[config.mk]
export PLATFORM = sky130hd
export DESIGN_NAME = pop_scheduler
export DESIGN_NICKNAME = d
export VERILOG_FILES = /design/src/rtl/pop_scheduler.sv
export SDC_FILE = /design/constraint.sdc
export NUM_CORES = 1
export LEC_CHECK = 0
export ABC_AREA = 1
export BUFFER_PORTS_ARGS = -buffer_cell sky130_fd_sc_hd__buf_2
export CAP_MARGIN = 20
export CORE_MARGIN = 2
export CORE_UTILIZATION = 47
export DETAILED_ROUTE_END_ITERATION = 12
export PLACE_DENSITY = 0.94
export SLEW_MARGIN = 20
export SYNTH_ARGS = -nofsm -noshare
export SYNTH_HDL_FRONTEND = slang
export SYNTH_SLANG_ARGS = --single-unit
[constraint.sdc]
create_clock -name clk -period 2.7 [get_ports clk]
set_input_delay 0.405 -clock clk [delete_from_list [all_inputs] [get_ports clk]]
set_output_delay 0.405 -clock clk [all_outputs]
set_load 0.03 [all_outputs]
[src/rtl/pop_scheduler.sv]
// pop_scheduler
//   Sequencing controller between the per-class input FIFOs and the weighted
//   round-robin arbiter. Holds the arbiter weights, runs the system FSM
//   (RESET/INIT/IDLE/ACTIVE/ERROR), turns the arbiter grant into a one-hot
//   FIFO pop, registers the popped word and flags FIFO overflow as a sticky
//   error.
//
// Ports
//   clk               system clock, rising edge
//   rst               asynchronous active-low reset
//   enb               global enable; 0 blocks pops and holds state
//   init              configuration request; weights load while high in INIT
//   pesos_in          weight configuration, queue 0 in the LSBs
//   buf_empty         per-FIFO empty flags
//   fifo_overflow     per-FIFO overflow pulses
//   fifo_data         show-ahead FIFO heads, queue 0 in the LSBs
//   selector          arbiter grant index
//   selector_enb      arbiter grant valid
//   down_almost_full  downstream back-pressure
//   pesos             registered weights to the arbiter
//   pop               one-hot FIFO read strobe (combinational)
//   data_out          registered popped word
//   valid_out         data_out valid, one cycle per pop
//   state             one-hot FSM state
//   error_out         high in ERROR
//   idle_out          high in IDLE
module pop_scheduler #(
    parameter  int QUEUE_QUANTITY = 4,
    parameter  int DATA_BITS      = 8,
    parameter  int MAX_WEIGHT     = 64,
    localparam int WEIGHT_BITS    = $clog2(MAX_WEIGHT),
    localparam int SEL_BITS       = $clog2(QUEUE_QUANTITY)
) (
    input  logic                                  clk,
    input  logic                                  rst,
    input  logic                                  enb,
    input  logic                                  init,
    input  logic [QUEUE_QUANTITY*WEIGHT_BITS-1:0] pesos_in,
    input  logic [QUEUE_QUANTITY-1:0]             buf_empty,
    input  logic [QUEUE_QUANTITY-1:0]             fifo_overflow,
    input  logic [QUEUE_QUANTITY*DATA_BITS-1:0]   fifo_data,
    input  logic [SEL_BITS-1:0]                   selector,
    input  logic                                  selector_enb,
    input  logic                                  down_almost_full,
    output logic [QUEUE_QUANTITY*WEIGHT_BITS-1:0] pesos,
    output logic [QUEUE_QUANTITY-1:0]             pop,
    output logic [DATA_BITS-1:0]                  data_out,
    output logic                                  valid_out,
    output logic [4:0]                            state,
    output logic                                  error_out,
    output logic                                  idle_out
);

    typedef enum logic [4:0] {
        ST_RESET  = 5'b00001,
        ST_INIT   = 5'b00010,
        ST_IDLE   = 5'b00100,
        ST_ACTIVE = 5'b01000,
        ST_ERROR  = 5'b10000
    } state_t;

    state_t                                r_state;
    state_t                                w_next_state;
    logic                                  w_pop_fire;
    logic                                  w_any_overflow;
    logic                                  w_all_empty;
    logic [DATA_BITS-1:0]                  w_pop_data;
    logic [QUEUE_QUANTITY*WEIGHT_BITS-1:0] r_pesos;
    logic [DATA_BITS-1:0]                  r_data_out;
    logic                                  r_valid_out;

    assign w_any_overflow = |fifo_overflow;
    assign w_all_empty    = &buf_empty;
    assign w_pop_data     = fifo_data[int'(selector)*DATA_BITS +: DATA_BITS];

    // A grant becomes a pop only when the FSM is running, the granted queue
    // actually has data and downstream can accept it; otherwise the grant
    // is simply dropped for this cycle.
    assign w_pop_fire = (r_state == ST_ACTIVE) && enb && selector_enb &&
                        !buf_empty[selector] && !down_almost_full;

    // State register.
    // NOTE: sequential state uses non-blocking assignments so every flop
    // samples pre-edge values regardless of block evaluation order.
    always_ff @(posedge clk or negedge rst) begin
        if (!rst) begin
            r_state <= ST_RESET;
        end else begin
            r_state <= w_next_state;
        end
    end

    // Next-state logic, priority top-down.
    always_comb begin
        // NOTE: default assignment first so no path leaves the signal
        // unassigned, which would infer a latch.
        w_next_state = r_state;
        if (r_state == ST_RESET) begin
            w_next_state = ST_INIT;
        end else if (init) begin
            w_next_state = ST_INIT;
        end else if (r_state != ST_ERROR && w_any_overflow) begin
            w_next_state = ST_ERROR;
        end else begin
            case (r_state)
                ST_INIT:   w_next_state = ST_IDLE;
                ST_IDLE:   if (enb && !w_all_empty) w_next_state = ST_ACTIVE;
                // enb=0 freezes ACTIVE even once every queue drains.
                ST_ACTIVE: if (enb && w_all_empty && !w_pop_fire) w_next_state = ST_IDLE;
                ST_ERROR:  w_next_state = ST_ERROR;
                default:   w_next_state = ST_RESET;
            endcase
        end
    end

    // FSM outputs.
    always_comb begin
        pop = '0;
        if (w_pop_fire) pop[selector] = 1'b1;
    end

    assign state     = r_state;
    assign error_out = (r_state == ST_ERROR);
    assign idle_out  = (r_state == ST_IDLE);

    // Weight configuration and registered output stage. A pop that fires in
    // the same cycle as overflow or init still completes and is captured.
    always_ff @(posedge clk or negedge rst) begin
        if (!rst) begin
            r_pesos     <= '0;
            r_data_out  <= '0;
            r_valid_out <= 1'b0;
        end else begin
            if (r_state == ST_INIT && init) r_pesos <= pesos_in;
            r_valid_out <= w_pop_fire;
            if (w_pop_fire) r_data_out <= w_pop_data;
        end
    end

    assign pesos     = r_pesos;
    assign data_out  = r_data_out;
    assign valid_out = r_valid_out;

endmodule

Word-level counts from Yosys, hierarchy flattened --
Index checks and enable logic that the tools add are counted.
Operators by class: magnitude comparators 2, mux-type cells 11, reduce and logical (&&, ||, !) cells 17, shift operators 1, equal/unequal tests 8
Operator list (count):
- 32-bit by 6-bit indexed part select with 8-bit output | 1
- 5-bit 2-to-1 mux | 5
- 5-bit case mux with 4 select lines | 1
- 1-bit logical AND | 10
- 5-bit by 2-bit != test with 1-bit output (second input constant) | 2
- 5-bit by 1-bit == test with 1-bit output (second input constant) | 1
- 5-bit by 2-bit == test with 1-bit output (second input constant) | 1
- 5-bit by 3-bit == test with 1-bit output (second input constant) | 1
- 5-bit by 4-bit == test with 1-bit output (second input constant) | 1
- 5-bit == test (second input constant) | 1
- 5-bit != test (second input constant) | 1
- 1-bit logical NOT | 4
- 4-bit 2-to-1 mux | 1
- 4-bit AND reduction | 1
- 4-bit OR reduction | 1
- 2-bit by 3-bit less-than comparator with 1-bit output (second input constant) | 1
- 1-bit binary-select mux with 2-bit select | 1
- 1-bit demux with 2-bit select | 1
- 2-bit by 1-bit >= comparator with 1-bit output (second input constant) | 1
- 1-bit 2-to-1 mux | 2
- 2-bit AND reduction | 1
Storage, ports and cells: output and inout bits 44, word-level logic and storage cells 43, register bits 38, input port bits 72

Depth between registers and ports, before layout --
Gate-level depths: netlist of run 1.
depth in word-level cells 12, gate-level depth with buffers 10, gate-level depth less buffers 8

Worst setup path after synthesis of run 1 --
No wires, ideal clock.
path kind register -> output, from register r_state[1] (netlist: state[1]), to output port pop[0], cell stages (with the launch flop) 9, data required time 2.295 ns, data arrival time 1.634 ns, path buffers 2, slack 0.661 ns, cells stage by stage dfrtp_1 nor2_2 inv_2 nor2_2 and3_1 buf_6 nand2_4 buf_12 nor2_2
On the way: cells in the longest elaborated chain, start to end 6
RTL lines:
- from (decl) | RTL line 62 | state_t r_state;
- from (signal assigned) | RTL line 89 | r_state <= w_next_state;
- 5-bit by 4-bit == test with 1-bit output | RTL line 79 | assign w_pop_fire = (r_state == ST_ACTIVE) && enb && selector_enb &&
- 1-bit logical AND (3 in a row) | RTL line 79
- 1-bit logical AND | RTL line 80 | !buf_empty[selector] && !down_almost_full;
- 4-bit 2-to-1 mux | RTL line 119 | if (w_pop_fire) pop[selector] = 1'b1;
- to (decl) | RTL line 46 | output logic [QUEUE_QUANTITY-1:0] pop,
Every way passes these cells.

Worst setup path after layout of run 1 --
from register r_state[1] (netlist: state[1]), to output port pop[2]
The elaborated chain is that of the path after synthesis.

==> results list, run 1 <==
- Result of the run: completed
- The congestion estimate from routability-driven global placement came to 0.9274.
- Power density normalized to cell area: 562.4 nW/um^2
- Summing all placed instances gives a cell area of 2545 um^2.
* Area taken by flip-flops and latches: 952.2 um^2
* Most frequent cell after synthesis: sky130_fd_sc_hd__nand2_1
- Met3 track demand over resource in global routing: 5.195%
* Share of total power consumed by net switching: 34.23%
- Worst hold-check path type: input port to async pin
* Maximum level of the CTS H-tree: 2
- After legalization and detailed placement, the total HPWL measured 3835 um.
* Maximum number of pins on one net before global-route repair: 39
* Drt drc: 0
- The max-slew violation total from the final report was 0.
* Nets: 430
* Average vias per placed instance: 4.932
* Combinational family with the most area after synthesis: simple AND/OR/NAND/NOR gates
- Async set-or-reset flop fraction in the synthesized netlist: 100.0%
* Fraction of final layout cells with drive strength greater than 1: 41.78%
- Combinational power share: 28.1%
- After synthesis, the cell types taking the most area are sky130_fd_sc_hd__dfrtp_1 (47%), sky130_fd_sc_hd__nand2_1 (16%), sky130_fd_sc_hd__nand3_1 (12%).
- Across every metal layer, demand over resource in global routing totals 21.66%.
- Buffers added on ports: 115
- The synthesized netlist devotes 5.995% of its cell area to compound gates.
- Pin placement for this block handled 116 I/O pins.
- Clock-pin slew was measured on the worst setup and hold paths at 0.07 ns.
* Area share of fa/ha/maj cells after synthesis: 0%
* Clock tree buffer depth: 2
* Busiest layer in global routing: met2
* Worst Path Class, Setup: flop to primary output
* Highest clock rate: 0.4083 GHz
- Proportion of synthesized chip area in sequential cells: 48.53%
- Yosys mapped a number of flops with a built-in enable equal to 0.
* Fin Clk Skew: 0.005357 ns
* Setup Total Neg Slack: 0 ns
- Count of max-cap constraint violations: 0
- For the worst setup path, the data required time is 2.30 ns.
* Sequential fraction of design power: 45.4%
* Synth Area in XOR/XNOR: 0%
- Drt first pass iters: 4
- After synthesis, the largest area contributor takes up 47.19% of total cell area.
- Number of placement rows: 23
* Count of yosys warnings during synthesis: 0
- Of the total synthesized cell area, the portion taken by AND, OR, NAND and NOR gates is 38.65%.
* Multiplexer share of the synthesized area: 0%
- Final Hold Fails: 0
- Period minus WS final: 2.449 ns
- Total detailed-routing wirelength: 4961 um
* Antenna violations before repair: 0
- The worst setup path is captured at a primary output.
* Remaining number of nets flagged by the antenna check after routing: 0
* Main flop type after synthesis: sky130_fd_sc_hd__dfrtp_1
- CTS buffer count: 5
- The internal portion of the total power is 975.2 uW.
- Starting utilization of the core area: 49.05%
- Placeable Area: 4000 um^2
- For the worst-skew pair, the clock arrives at the later sink with an insertion delay of 0.28 ns.
- Met2 Track Usage GR: 39.90%
* Clock network fraction of total power: 26.5%
* First-pass GRT wire length: 7645 um
- For this design the static power due to leakage is 0.001565 uW.
- Counting every net in the synthesized netlist gives 316.
- Largest vdd supply drop: 275.9 uV
- Number of inserted diodes: 0
- CTS saw 38 sinks.
- Dividing the synthesized area by the synthesized cell count gives 8.041 um^2.
- CTS Hold Buffers Added: 0
* Period Utilization, post-route: 90.71%
- Width of the chip: 68.61 um
- Net switching power: 507.4 uW
- Once the clock tree was built, the resizer swapped 0 gates to a different size.
- Fillcell total: 322
* Die Ht: 68.61 um
- Root buf cell: sky130_fd_sc_hd__clkbuf_8
- The via count of the first global-routing pass came to 1810.
- Counting every instance in the synthesized netlist gives 244.
- Fraction of met1 tracks used by global routing: 24.20%
- RSZ-0062 raised after global routing: no
- Number of distinct library cells after synthesis: 25
- Crit path DAT: 2.04 ns
* Worst relative slew slack: 45.94%
* DR iter-0 viols: 99
- Total Die Area: 4707 um^2
- From synthesis to final layout, the design area changed by 34.38%.
- Global route total overflow: 0
- Along the worst path, the maximum fanout reaches 13.
- Total via count in the routed design: 2017
- sky130_fd_sc_hd__dfrtp_1 takes more of the synthesized area than any other cell.
- After routing the design area is 2636 um^2.
- TritonCTS clock tree: done
- Count of state elements after synthesis: 38
* Final setup violation count: 0
- By count the netlist is led by sky130_fd_sc_hd__nand2_1 (82), sky130_fd_sc_hd__nand3_1 (46), sky130_fd_sc_hd__dfrtp_1 (37).
- Post-CTS timing repair inserted 0 buffers for setup.
- STA classifies the critical path startpoint as a flop.
* Final routed wire length divided by cell count: 12.13 um
* Worst slew pin tran: 0.8109 ns
* Multi-input gate area in the final layout: 875.8 um^2
* Post-Syn Area: 1962 um^2
## power by group through the flow
stage | combinational (uW) | clock, uW | sequential [uW]
2_1_floorplan | 116 | 0 | 826
3_3_place_gp | 414 | 0 | 680
3_5_place_dp | 422 | 0 | 683
4_1_cts | 422 | 405 | 672
5_1_grt | 461 | 425 | 682
6_report | 417 | 393 | 673
## final timing paths
kind	start	endpoint	slack, ns	cells after the start
setup / recovery	state[1]	pop[2]	0.25	7
hold / removal	rst	pesos[2]	0.21	1
setup reg to reg	state[2]	pesos[0]	0.70	7
hold reg to reg	pesos[15]	pesos[15]	0.46	2
max in group asynchronous	rst	state[1]	1.98	1
min in group clk	pesos_in[15]	pesos[15]	0.35	3
## final cells by class
type                            instances  share of cell area, %
Clock inverter                          1                 0.1898
Multi-Input combinational cell        178                  33.22
Clock buffer                            7                  3.275
Inverter                               19                  2.705
Sequential cell                        38                  36.12
Timing Repair Buffer                  116                  22.12
Tap cell                               50                  2.373
## registers in the layout, summed over array words and instances (netlist names)
name / cells
data_out: 8
pesos: 24
valid_out: 1
state: 5
## stage by stage
step	utilization [%]	hold slack, ns	power [uW]	setup WS [ns]	cells
after floorplan	-	0.1094	941.1	0.6607	244
after global placement	63.62	0.4493	1093	0.6397	401
after detailed placement	63.62	0.4547	1105	0.5650	401
after CTS	65.91	0.2387	1499	0.2411	409
after global routing	65.91	0.2724	1568	0.08067	409
final	65.91	0.2125	1483	0.2509	409
## per-layer routing
metal	up-vias	routed length [um]
li1	1018	-
met4	0	57
met3	5	337
met2	80	2556
met1	914	2010
met5	-	0
## cell families after synthesis
group / Yosys count
AND/OR/NAND/NOR: 163
buffers and inverters: 28
flip-flops: 38
AO/OA/AOI/OAI: 15
## critical path, cell delays in order (launching register included)
cell and delay, ns:
sky130_fd_sc_hd__dfrtp_1 0.42, sky130_fd_sc_hd__nor2_2 0.19, sky130_fd_sc_hd__inv_2 0.06, sky130_fd_sc_hd__nor2_2 0.14, sky130_fd_sc_hd__and3_1 0.38, sky130_fd_sc_hd__nand2_4 0.25, sky130_fd_sc_hd__nor2_2 0.13, sky130_fd_sc_hd__buf_2 0.20
## cells in the final DEF (no fill, tap or decap), drive strengths merged
cell type	instances
buf	116
o22ai	1
nand3	46
a21oi	2
and3	1
nand4	2
clkinv	1
dfstp	1
o21ai	2
nor3	1
nand2	94
nor4	1
inv	19
nor2	18
clkbuf	7
a31oi	1
a22oi	8
dfrtp	37
o21bai	1
Note: power is estimated with default switching activity, not from simulation.
==> run 2: changes to the inputs <==
- REMOVE_ABC_BUFFERS: not set -> 1
==> results list, run 2 (synthesis gave the netlist of run 1 again) <==
- Result of the run: completed (unchanged)
- Final routed wire length divided by cell count: 12.04 um (was 12.13 um)
* Final standard cell utilization of the core: 65.91% (unchanged)
- Fin Clk Skew: 0.005065 ns (was 0.005357 ns)
* RSZ-0062 raised after global routing: no (unchanged)
- Drt first pass iters: 6 (was 4)
* Clock insertion delay at the later pin of the skew report: 0.28 ns (about the same)
- The CTS root buffer was sky130_fd_sc_hd__clkbuf_8 (unchanged).
- The quantity of hold-fixing buffers added after cts was 0 (unchanged).
- The count of endpoints failing hold in the final timing report came to 0 (unchanged).
- The quantity of gates resized following cts was 0 (unchanged).
- Final setup violation count: 0 (unchanged)
* Crit path DAT: 2.05 ns (was 2.04 ns)
* Largest vdd supply drop: 214.6 uV (was 275.9 uV)
- Multi-input gate area in the final layout: 875.8 um^2 (unchanged)
* TritonCTS clock tree: done (unchanged)
- DR iter-0 viols: 76 (was 99)
* Post-CTS setup buffer count: 0 (unchanged)
- The total detailed-routing wirelength is 4924 um (was 4961 um).
* Worst slew pin tran: 0.7933 ns (was 0.8109 ns)
* Highest Signal Layer: met4 (unchanged)
- Global router's overall resource usage: 20.93% (was 21.66%)
- The setup TNS is 0 ns (unchanged).
* Highest clock rate: 0.4070 GHz (was 0.4083 GHz)
* Number of placement rows: 23 (unchanged)
- Detail Placement HPWL: 3989 um (was 3835 um)
- The required time of the worst setup path is 2.30 ns (about the same).
- The buffer levels on the longest clock path is 2 (unchanged).
- Highest-count cells in the layout ignoring fill and taps: sky130_fd_sc_hd__buf_2 (115), sky130_fd_sc_hd__nand2_1 (82), sky130_fd_sc_hd__nand3_1 (46), sky130_fd_sc_hd__dfrtp_1 (37), sky130_fd_sc_hd__inv_1 (14) (unchanged).
* Area taken by flip-flops and latches: 952.2 um^2 (unchanged)
- The pin count of the biggest net entering global routing is 39 (unchanged).
- Layout-stage area growth over the synthesis result: 34.38% (unchanged)
- The part of the cycle the worst path needs came to 90.99% (was 90.71%).
- Maximum level of the CTS H-tree: 2 (unchanged)
* Drt drc: 0 (unchanged)
- Average vias per placed instance: 5.002 (was 4.932)
- The leakage power was 0.001565 uW (unchanged).
* Period minus WS final: 2.457 ns (was 2.449 ns)
* Worst hold-check path type: input port to async pin (unchanged)
- The maximum net fanout on the critical path came to 13 (unchanged).
- Met1 routed wirelength after detailed routing: 1926 um (was 2010 um)
- Placer's final routability congestion estimate: 0.8128 (was 0.9274)
- Global route total overflow: 0 (unchanged)
- The max-slew headroom at the worst pin was 47.12% (was 45.94%).
- Width of the chip: 68.61 um (unchanged)
- The via count of the first global-routing pass was 1810 (unchanged).
* Starting utilization of the core area: 49.05% (unchanged)
- Buffers added on ports: 115 (unchanged)
- Power density normalized to cell area: 560.9 nW/um^2 (was 562.4 nW/um^2)
* Number of max-slew violations in the final report: 0 (unchanged)
- The number of flip-flops in the largest register came to 24 (unchanged).
- Antenna violations before repair: 0 (unchanged)
- Wire length on met2: 2464 um (was 2556 um)
* Most frequent standard cell in the layout excluding fill and tap cells: sky130_fd_sc_hd__buf_2 (unchanged)
* Worst Path Class, Setup: flop to primary output (unchanged)
- The type of destination of the critical path is a primary output (unchanged).
- Die Ht: 68.61 um (unchanged)
- The total power of the final layout came to 1479 uW (was 1483 uW).
- The antenna cell count came to 0 (unchanged).
* Nets: 430 (unchanged)
- Crit path launch type: flop (unchanged)
- The routed length on met3 came to 472 um (was 337 um).
* CTS buffer count: 5 (unchanged)
- The total of fill cells in the finished design was 336 (was 322).
- The post-CTS clock slew at the launch and capture registers of the worst setup and hold paths is 0.06 ns (was 0.07 ns).
- Total via count in the routed design: 2046 (was 2017)
* First-pass GRT wire length: 7376 um (was 7645 um)
- Clock tree sinks: 38 (unchanged)
* Top Ports: 116 (unchanged)
- The number of nets with antenna violations after detailed routing is 0 (unchanged).
* Fraction of final layout cells with drive strength greater than 1: 41.78% (unchanged)
* Total Die Area: 4707 um^2 (unchanged)
* Placeable Area: 4000 um^2 (unchanged)
- Count of max-cap constraint violations: 0 (unchanged)
-- run 2: worst paths after layout --
| kind | startpoint | to | slack, ns | depth (start not counted) |
|---|---|---|---|---|
| max | state[1] | pop[2] | 0.24 | 7 |
| min | rst | pesos[17] | 0.21 | 1 |
| max reg2reg | state[3] | pesos[10] | 0.74 | 7 |
| min reg2reg | pesos[15] | pesos[15] | 0.47 | 2 |
| max in group asynchronous | rst | state[1] | 1.99 | 1 |
| min in group clk | pesos_in[19] | pesos[19] | 0.36 | 3 |
-- run 2: per-layer routing --
metal | global-route usage [%] | vias to the layer above
li1 | - | 1021
met1 | 22.55 | 910
met2 | 39.42 | 109
met3 | 4.058 | 6
met4 | 8.750 | 0
met5 | 0 | -
-- run 2: worst max-delay path, cell delays in order, from the launching register on --
cell and delay, ns:
sky130_fd_sc_hd__dfrtp_1 0.41, sky130_fd_sc_hd__nor2_2 0.19, sky130_fd_sc_hd__inv_2 0.06, sky130_fd_sc_hd__nor2_2 0.15, sky130_fd_sc_hd__and3_1 0.38, sky130_fd_sc_hd__nand2_4 0.24
sky130_fd_sc_hd__nor2_2 0.14, sky130_fd_sc_hd__buf_2 0.20
-- run 2: final cells by class --
| class | instances | area share (%) |
|---|---|---|
| Timing Repair Buffer | 116 | 22.12 |
| Clock buffer | 7 | 3.275 |
| Sequential cell | 38 | 36.12 |
| Tap cell | 50 | 2.373 |
| Inverter | 19 | 2.705 |
| Multi-Input combinational cell | 178 | 33.22 |
| Clock inverter | 1 | 0.1898 |
-- run 2: report_power, final --
group / switching (uW) / total (uW) / internal, uW
clock network: 177 / 382 / 206
registers: 35.5 / 674 / 638
logic: 291 / 422 / 131
-- run 2: metrics by stage --
stage | instance area [um^2] | hold slack, ns | std cells | setup slack, ns
3_3_place_gp | 2545 | 0.4474 | 401 | 0.6231
5_1_grt | 2636 | 0.2666 | 409 | 0.08343
4_1_cts | 2636 | 0.2278 | 409 | 0.2282
3_5_place_dp | 2545 | 0.4553 | 401 | 0.5450
6_report | 2636 | 0.2121 | 409 | 0.2432
2_1_floorplan | 1899 | 0.1094 | 235 | 0.5808
